<file path="config.mk">
export PLATFORM = sky130hd
export DESIGN_NAME = uart_receiver
export DESIGN_NICKNAME = d
export VERILOG_FILES = /design/src/rtl/uart_pkg.sv /design/src/rtl/uart_baud_tick.sv /design/src/rtl/uart_receiver.sv
export SDC_FILE = /design/constraint.sdc
export NUM_CORES = 1
export LEC_CHECK = 0
export BUFFER_PORTS_ARGS = -buffer_cell sky130_fd_sc_hd__buf_2
export CAP_MARGIN = 0
export CORE_MARGIN = 5
export CORE_UTILIZATION = 40
export CTS_BUF_LIST = sky130_fd_sc_hd__clkbuf_4 sky130_fd_sc_hd__clkbuf_8
export DETAILED_ROUTE_END_ITERATION = 6
export GPL_ROUTABILITY_DRIVEN = 0
export PLACE_DENSITY = 0.59
export REMOVE_ABC_BUFFERS = 1
export SKIP_LAST_GASP = 1
export SYNTH_ARGS = -nofsm -noshare
export SYNTH_HDL_FRONTEND = slang
export SYNTH_SLANG_ARGS = --single-unit
</file>
<file path="constraint.sdc">
create_clock -name clk -period 4.5 [get_ports clk]
set_input_delay 0.225 -clock clk [delete_from_list [all_inputs] [get_ports clk]]
set_output_delay 0.225 -clock clk [all_outputs]
set_load 0.1 [all_outputs]
</file>
<file path="src/rtl/uart_pkg.sv">
// rtl/uart_pkg.sv - shared 8N1 UART constants and receiver state type
package uart_pkg;

  typedef enum logic [2:0] {
    IDLE,
    START,
    DATA,
    STOP,
    WAIT_HIGH
  } rx_state_t;

  localparam int       OVERSAMPLE = 16;
  localparam logic [3:0] MID_TICK  = 4'd7;
  localparam logic [3:0] LAST_TICK = 4'd15;
  localparam int       DATA_BITS  = 8;

endpackage

</file>
<file path="src/rtl/uart_baud_tick.sv">
// rtl/uart_baud_tick.sv - divide-by-DIV oversample tick with synchronous phase clear
module uart_baud_tick #(
  parameter int DIV = 651
) (
  input  logic i_clk,
  input  logic i_rst_n,
  input  logic i_clear,
  output logic o_tick
);

  localparam int W = (DIV > 1) ? $clog2(DIV) : 1;
  localparam logic [W-1:0] LAST = W'(DIV - 1);

  logic [W-1:0] r_cnt;

  assign o_tick = (r_cnt == LAST);

  always_ff @(posedge i_clk or negedge i_rst_n) begin
    if (!i_rst_n) begin
      r_cnt <= '0;
    end else if (i_clear || o_tick) begin
      r_cnt <= '0;
    end else begin
      r_cnt <= r_cnt + 1'b1;
    end
  end

endmodule

</file>
<file path="src/rtl/uart_receiver.sv">
// rtl/uart_receiver.sv - 16x oversampling 8N1 UART receiver with framing-error detect
module uart_receiver #(
  parameter int CLK_FREQ   = 100_000_000,
  parameter int BAUD       = 9600,
  parameter int OVERSAMPLE = 16
) (
  input  logic       clk,
  input  logic       reset,
  input  logic       UART_RX,
  output logic [7:0] RX_DATA,
  output logic       RX_STATUS,
  output logic       RX_ERR
);

  import uart_pkg::*;

  localparam int DIV = CLK_FREQ / (BAUD * OVERSAMPLE);
  localparam logic [2:0] LAST_BIT = 3'(DATA_BITS - 1);

  rx_state_t  r_state, w_state_next;
  logic       r_rx_meta, r_rx_s;
  logic [3:0] r_tick_idx, w_tick_idx_next;
  logic [2:0] r_bit_cnt, w_bit_cnt_next;
  logic [7:0] r_shift, w_shift_next;
  logic [7:0] r_data, w_data_next;
  logic       r_status, w_status_next;
  logic       r_err, w_err_next;
  logic       w_clear;
  logic       w_tick;

  assign RX_DATA   = r_data;
  assign RX_STATUS = r_status;
  assign RX_ERR    = r_err;

  uart_baud_tick #(
    .DIV(DIV)
  ) u_baud_tick (
    .i_clk   (clk),
    .i_rst_n (reset),
    .i_clear (w_clear),
    .o_tick  (w_tick)
  );

  always_ff @(posedge clk or negedge reset) begin
    if (!reset) begin
      r_rx_meta  <= 1'b1;
      r_rx_s     <= 1'b1;
      r_state    <= IDLE;
      r_tick_idx <= '0;
      r_bit_cnt  <= '0;
      r_shift    <= '0;
      r_data     <= '0;
      r_status   <= 1'b0;
      r_err      <= 1'b0;
    end else begin
      r_rx_meta  <= UART_RX;
      r_rx_s     <= r_rx_meta;
      r_state    <= w_state_next;
      r_tick_idx <= w_tick_idx_next;
      r_bit_cnt  <= w_bit_cnt_next;
      r_shift    <= w_shift_next;
      r_data     <= w_data_next;
      r_status   <= w_status_next;
      r_err      <= w_err_next;
    end
  end

  always_comb begin
    w_state_next    = r_state;
    w_tick_idx_next = r_tick_idx;
    w_bit_cnt_next  = r_bit_cnt;
    w_shift_next    = r_shift;
    w_data_next     = r_data;
    w_status_next   = 1'b0;
    w_err_next      = 1'b0;
    w_clear         = 1'b0;

    case (r_state)
      IDLE: begin
        if (!r_rx_s) begin
          w_clear         = 1'b1;
          w_tick_idx_next = '0;
          w_state_next    = START;
        end
      end
      START: begin
        if (w_tick) begin
          if (r_tick_idx == MID_TICK) begin
            // A line back high at mid start bit was a glitch, not a frame.
            if (r_rx_s) begin
              w_state_next = IDLE;
            end else begin
              w_tick_idx_next = '0;
              w_bit_cnt_next  = '0;
              w_state_next    = DATA;
            end
          end else begin
            w_tick_idx_next = r_tick_idx + 4'd1;
          end
        end
      end
      DATA: begin
        if (w_tick) begin
          w_tick_idx_next = r_tick_idx + 4'd1;
          if (r_tick_idx == LAST_TICK) begin
            w_shift_next[r_bit_cnt] = r_rx_s;
            if (r_bit_cnt == LAST_BIT) begin
              w_state_next = STOP;
            end else begin
              w_bit_cnt_next = r_bit_cnt + 3'd1;
            end
          end
        end
      end
      STOP: begin
        if (w_tick) begin
          w_tick_idx_next = r_tick_idx + 4'd1;
          if (r_tick_idx == LAST_TICK) begin
            if (r_rx_s) begin
              w_data_next   = r_shift;
              w_status_next = 1'b1;
              w_state_next  = IDLE;
            end else begin
              w_err_next   = 1'b1;
              w_state_next = WAIT_HIGH;
            end
          end
        end
      end
      WAIT_HIGH: begin
        // Hold off until the line idles so a break is not seen as 0x00 frames.
        if (r_rx_s) begin
          w_state_next = IDLE;
        end
      end
      default: begin
        w_state_next = IDLE;
      end
    endcase
  end

endmodule

</file>
* Word level (Yosys, flattened, before mapping)
Index checks and enable logic that the tools add are counted.
Cells by class: equal/unequal tests 20, mux-type cells 37, order comparisons 2, reduce and logical (&&, ||, !) cells 11, add/subtract/negate cells 3
Operators with widths (count):
- $mux W3 | 16
- $mux W4 | 4
- $ne A2 B2 Y1 const B | 8
- $pmux W3 S5 | 1
- $pmux W4 S3 | 1
- $add A10 B1 Y10 const B | 1
- $eq A10 B10 Y1 const B | 1
- $mux W1 | 10
- $mux W10 | 1
- $reduce_and A9 Y1 | 1
- $bwmux W8 | 1
- $ne A2 B1 Y1 const B | 4
- $reduce_and A7 Y1 | 1
- $eq A3 B2 Y1 const B | 2
- $eq A3 B3 Y1 const B | 2
- $pmux W3 S2 | 1
- $reduce_and A3 Y1 | 2
- $add A4 B1 Y4 const B | 1
- $eq A4 B3 Y1 const B | 1
- $eq A4 B4 Y1 const B | 1
- $lt A3 B4 Y1 const B | 1
- $reduce_and A4 Y1 | 1
- $add A3 B1 Y3 const B | 1
- $demux W1 S3 | 1
- other kinds (9) | 9
Storage, ports and cells: output and inout bits 10, logic and storage cells 83, register bits 40, bits of input ports 3

* Longest topological paths before layout
depth in word-level cells 5, mapped depth 8, mapped depth without buffers 7

* Modules after synthesis
Synthesis repeated with hierarchy kept, for this count alone.
Unflattened totals: cells, all modules 187, area, all modules 2068.2 um^2
Modules (own cells, without submodules):
- uart_receiver | instances 1, cells each 136, seq. area each 753.2 um^2, area an instance 1555.2 um^2
- uart_baud_tick | instances 1, cells each 51, seq. area each 250.2 um^2, area an instance 513.0 um^2

* Worst setup path before layout
No wires, ideal clock.
path type register -> register, from register r_tick_idx[0], to register r_data[0], in the netlist RX_DATA[0], cell stages (with the launch flop) 6, arrival 1.729 ns, period minus slack after synthesis 1.854 ns, slack 2.646 ns, path buffers 0, required time 4.375 ns, setup time 0.125 ns, cell sequence dfrtp_1 > ha_1 > nand3_1 > nand2b_4 > nor3_2 > mux2_2
On the way: word-level cells in the longest chain between the ends 2
Ends and longest elaborated chain:
- from (decl) | RTL line uart_receiver.sv:22 | logic [3:0] r_tick_idx, w_tick_idx_next;
- from (signal assigned) | RTL line uart_receiver.sv:59 | r_tick_idx <= w_tick_idx_next;
- $eq A4 B4 Y1 | RTL line uart_receiver.sv:118 | if (r_tick_idx == LAST_TICK) begin
- $reduce_and A4 Y1 (no line)
- to (signal assigned) | RTL line uart_receiver.sv:62 | r_data <= w_data_next;
- to (decl) | RTL line uart_receiver.sv:25 | logic [7:0] r_data, w_data_next;
No other way between the ends. A chain may end at the register's enable or synchronous reset.

* Final worst setup path
from register u_baud_tick.r_cnt[0], to register r_data[0], in the netlist RX_DATA[0]
On the way: word-level cells in the longest chain between the ends 2
Ends and longest elaborated chain:
- from (decl) | RTL line uart_baud_tick.sv:14 | logic [W-1:0] r_cnt;
- from (signal assigned) | RTL line uart_baud_tick.sv:24 | r_cnt <= r_cnt + 1'b1;
- $eq A10 B10 Y1 | RTL line uart_baud_tick.sv:16 | assign o_tick = (r_cnt == LAST);
- $reduce_and A4 Y1 (no line)
No other way between the ends.

==> qor.txt <==
Worst Setup Start Kind - flip-flop
Final #Nets - 199
most frequent cells in the layout - dfrtp_1 (38), nor2_1 (20), mux2_2 (17)
CTS Hold Bufs - 0
worst skew pair latency - 280 ps
crit path cell chain - inv_1, ha_1, and3b_1, nand4b_1, nor3_2, mux2_2
final slew viol count - 0
clk sinks - 40
number of port buffers - 12
Final Critical Period - 2550 ps
grt total ovfl - 0
initial core utilization - 41.3%
Yosys cell types - 42
core area - 0.00472 mm^2
P_leak - 0.992 nW
Crit path buffers/inverters - 1
share of layout cells above drive strength 1 - 23.4%
Gate Count Post-Synth - 179
Routed Antenna Nets - 0
DR vias/cell - 5.06
H-Tree Depth - 2
Die Height - 79.9 um
routed length on met1 - 1.70 mm
final setup slack of the worst path - 1950 ps
critical path's slowest cell - nor3_2
Async S/R FF share, synth - 100%
Area Growth Syn to Fin - 11.5%
setup violators final - 0
Top Layer Used - met4
WP data required - 4670 ps
RSZ-0062 raised after global routing - no
DIE AREA - 0.00638 mm^2
Slew Limit Headroom - 41.5%
cell area after synthesis - 0.00195 mm^2
DP Wirelength - 2.38 mm
Die X - 79.9 um
drt pass-1 iters - 4
Cell Pwr Density - 304 mW/mm^2
total routed wirelength - 3.40 mm
crit-path max cell delay - 760 ps
I/O pins - 13
Detailed Route Iter0 Violations - 91
# diodes - 0
family with the most delay on the worst path - simple AND/OR/NAND/NOR gates
Most used DFF post-synth - dfrtp_1
status - finished clean
Total GRT Usage - 12.0%
crit path capture type - flip-flop
number of global-route vias before repair - 1310
Setup Skew - 5.61 ps
final worst path period share - 56.7%
WP data arrival - 2720 ps
total setup buffers inserted after CTS - 0
met3 WL - 98 um
Crit Path Category - reg -> reg
CTS tree - yes
Site Rows - 25
Max FO, Critical Path - 11
largest net degree at the start of global routing - 41
Seq/Total Area, Yosys - 51.4%
Slew @ Worst Pin - 877 ps
area leader, netlist - dfrtp_1
clock root buffer - clkbuf_8
Post-synth EDFFs - 0
Hold Vio Cnt, Final - 0
# DRC - 0
setup TNS - 0 ps
Post-Syn Area per Cell - 10.9 um^2
CTS buffer count - 5
Synth Register Bits - 40
# fillers - 449
commonest non-fill, non-tap cell in the layout - dfrtp_1
class of the worst hold path - in -> reg
Fmax - 392 MHz
Yosys top cell area share - 48.7%
CTS Buffer Depth - 2
vias - 1311
first-pass GRT wire length - 6.09 mm
top post-synthesis cells by area - dfrtp_1 (49%), mux2_2 (9.8%), nor2_1 (3.8%), ha_1 (3.2%), dfstp_2 (2.7%)
Final Util - 46.1%
YS warnings - 0
initial antenna violation count - 0
met2 wire length - 1.58 mm
Place WS - 1940 ps
number of max-cap violations - 0
largest vdd supply drop - 0.177 mV
clk slew on worst S/H paths - 80 ps
Post-CTS Resized - 0
Routed WL per cell - 13.1 um
-- metal layers --
metal | GRT usage, % | vias up
li1 | - | 654
met1 | 16.3 | 643
met2 | 18.9 | 12
met3 | 3.05 | 2
met4 | 3.55 | 0
met5 | 0 | -
-- cell usage after synthesis (3+ instances only) --
library cell,n
o21ai_0,7
clkbuf_1,4
ha_1,5
xnor2_1,5
inv_1,4
nand3_1,8
and3_1,3
xor2_1,3
a21oi_1,5
nor3_1,6
mux2_2,17
nand2b_1,5
dfrtp_1,38
nand2_1,14
nor2_1,20
nor3_2,3
-- path summary, 6_finish.rpt --
check / slack (ps) / startpoint / to / cells after the start
setup / recovery: 1950 / u_baud_tick.r_cnt[0] / RX_DATA[0] / 6
setup reg to reg: 1950 / u_baud_tick.r_cnt[0] / RX_DATA[0] / 6
hold reg to reg: 350 / r_rx_meta / r_rx_s / 0
max in group asynchronous: 3900 / reset / u_baud_tick.r_cnt[0] / 1
min in group asynchronous: 60 / reset / r_state[1] / 1
hold / removal: 40 / UART_RX / r_rx_meta / 1
-- metrics by stage --
stage               total power [mW]  hold slack (ps)  instances  area [um^2]
finish                         0.661             37.3        259         2180
global route                   0.690             28.9        259         2180
CTS                            0.675             26.5        259         2180
detailed placement             0.379              332        251         2060
floorplan                      0.370            -70.6        172         1920
global placement               0.379              334        251         2060
-- flip-flops by register name, summed over array words and instances, names as in the netlist --
| signal | cells |
|---|---|
| r_rx_meta | 1 |
| RX_STATUS | 1 |
| r_rx_s | 1 |
| u_baud_tick.r_cnt | 10 |
| r_bit_cnt | 3 |
| RX_ERR | 1 |
| r_tick_idx | 4 |
| r_state | 3 |
| r_shift | 8 |
| RX_DATA | 8 |
-- area by class of cell --
class | count | area, um^2 | area share (%)
clock buffer | 5 | 68.8 | 3.16
sequential | 40 | 1000 | 46.1
timing repair buffer | 12 | 60.1 | 2.76
multi-input combinational | 128 | 898 | 41.3
clock inverter | 3 | 46.3 | 2.13
inverter | 4 | 15.0 | 0.690
tap | 67 | 83.8 | 3.85
-- report_power, final --
| part | switching (mW) | total [mW] | internal (mW) |
|---|---|---|---|
| clock | 0.123 | 0.290 | 0.167 |
| sequential | 0.00208 | 0.363 | 0.361 |
| combinational | 0.00736 | 0.00836 | 0.00100 |
| total | 0.132 | 0.661 | 0.529 |
-- logic make-up (layout without fill, tap and decap cells) --
| logic type | after synthesis | after routing | synth area share, % |
|---|---|---|---|
| adder cells (fa/ha/maj) | 5 | 5 | 3.21 |
| flip-flops | 40 | 40 | 51.4 |
| buffers and inverters | 11 | 24 | 2.56 |
| XOR/XNOR | 8 | 8 | 3.59 |
| AND/OR/NAND/NOR | 76 | 76 | 22.2 |
| AO/OA/AOI/OAI | 20 | 20 | 6.15 |
| multiplexers | 19 | 19 | 10.8 |
No activity file was read; power rests on OpenSTA's default activity.
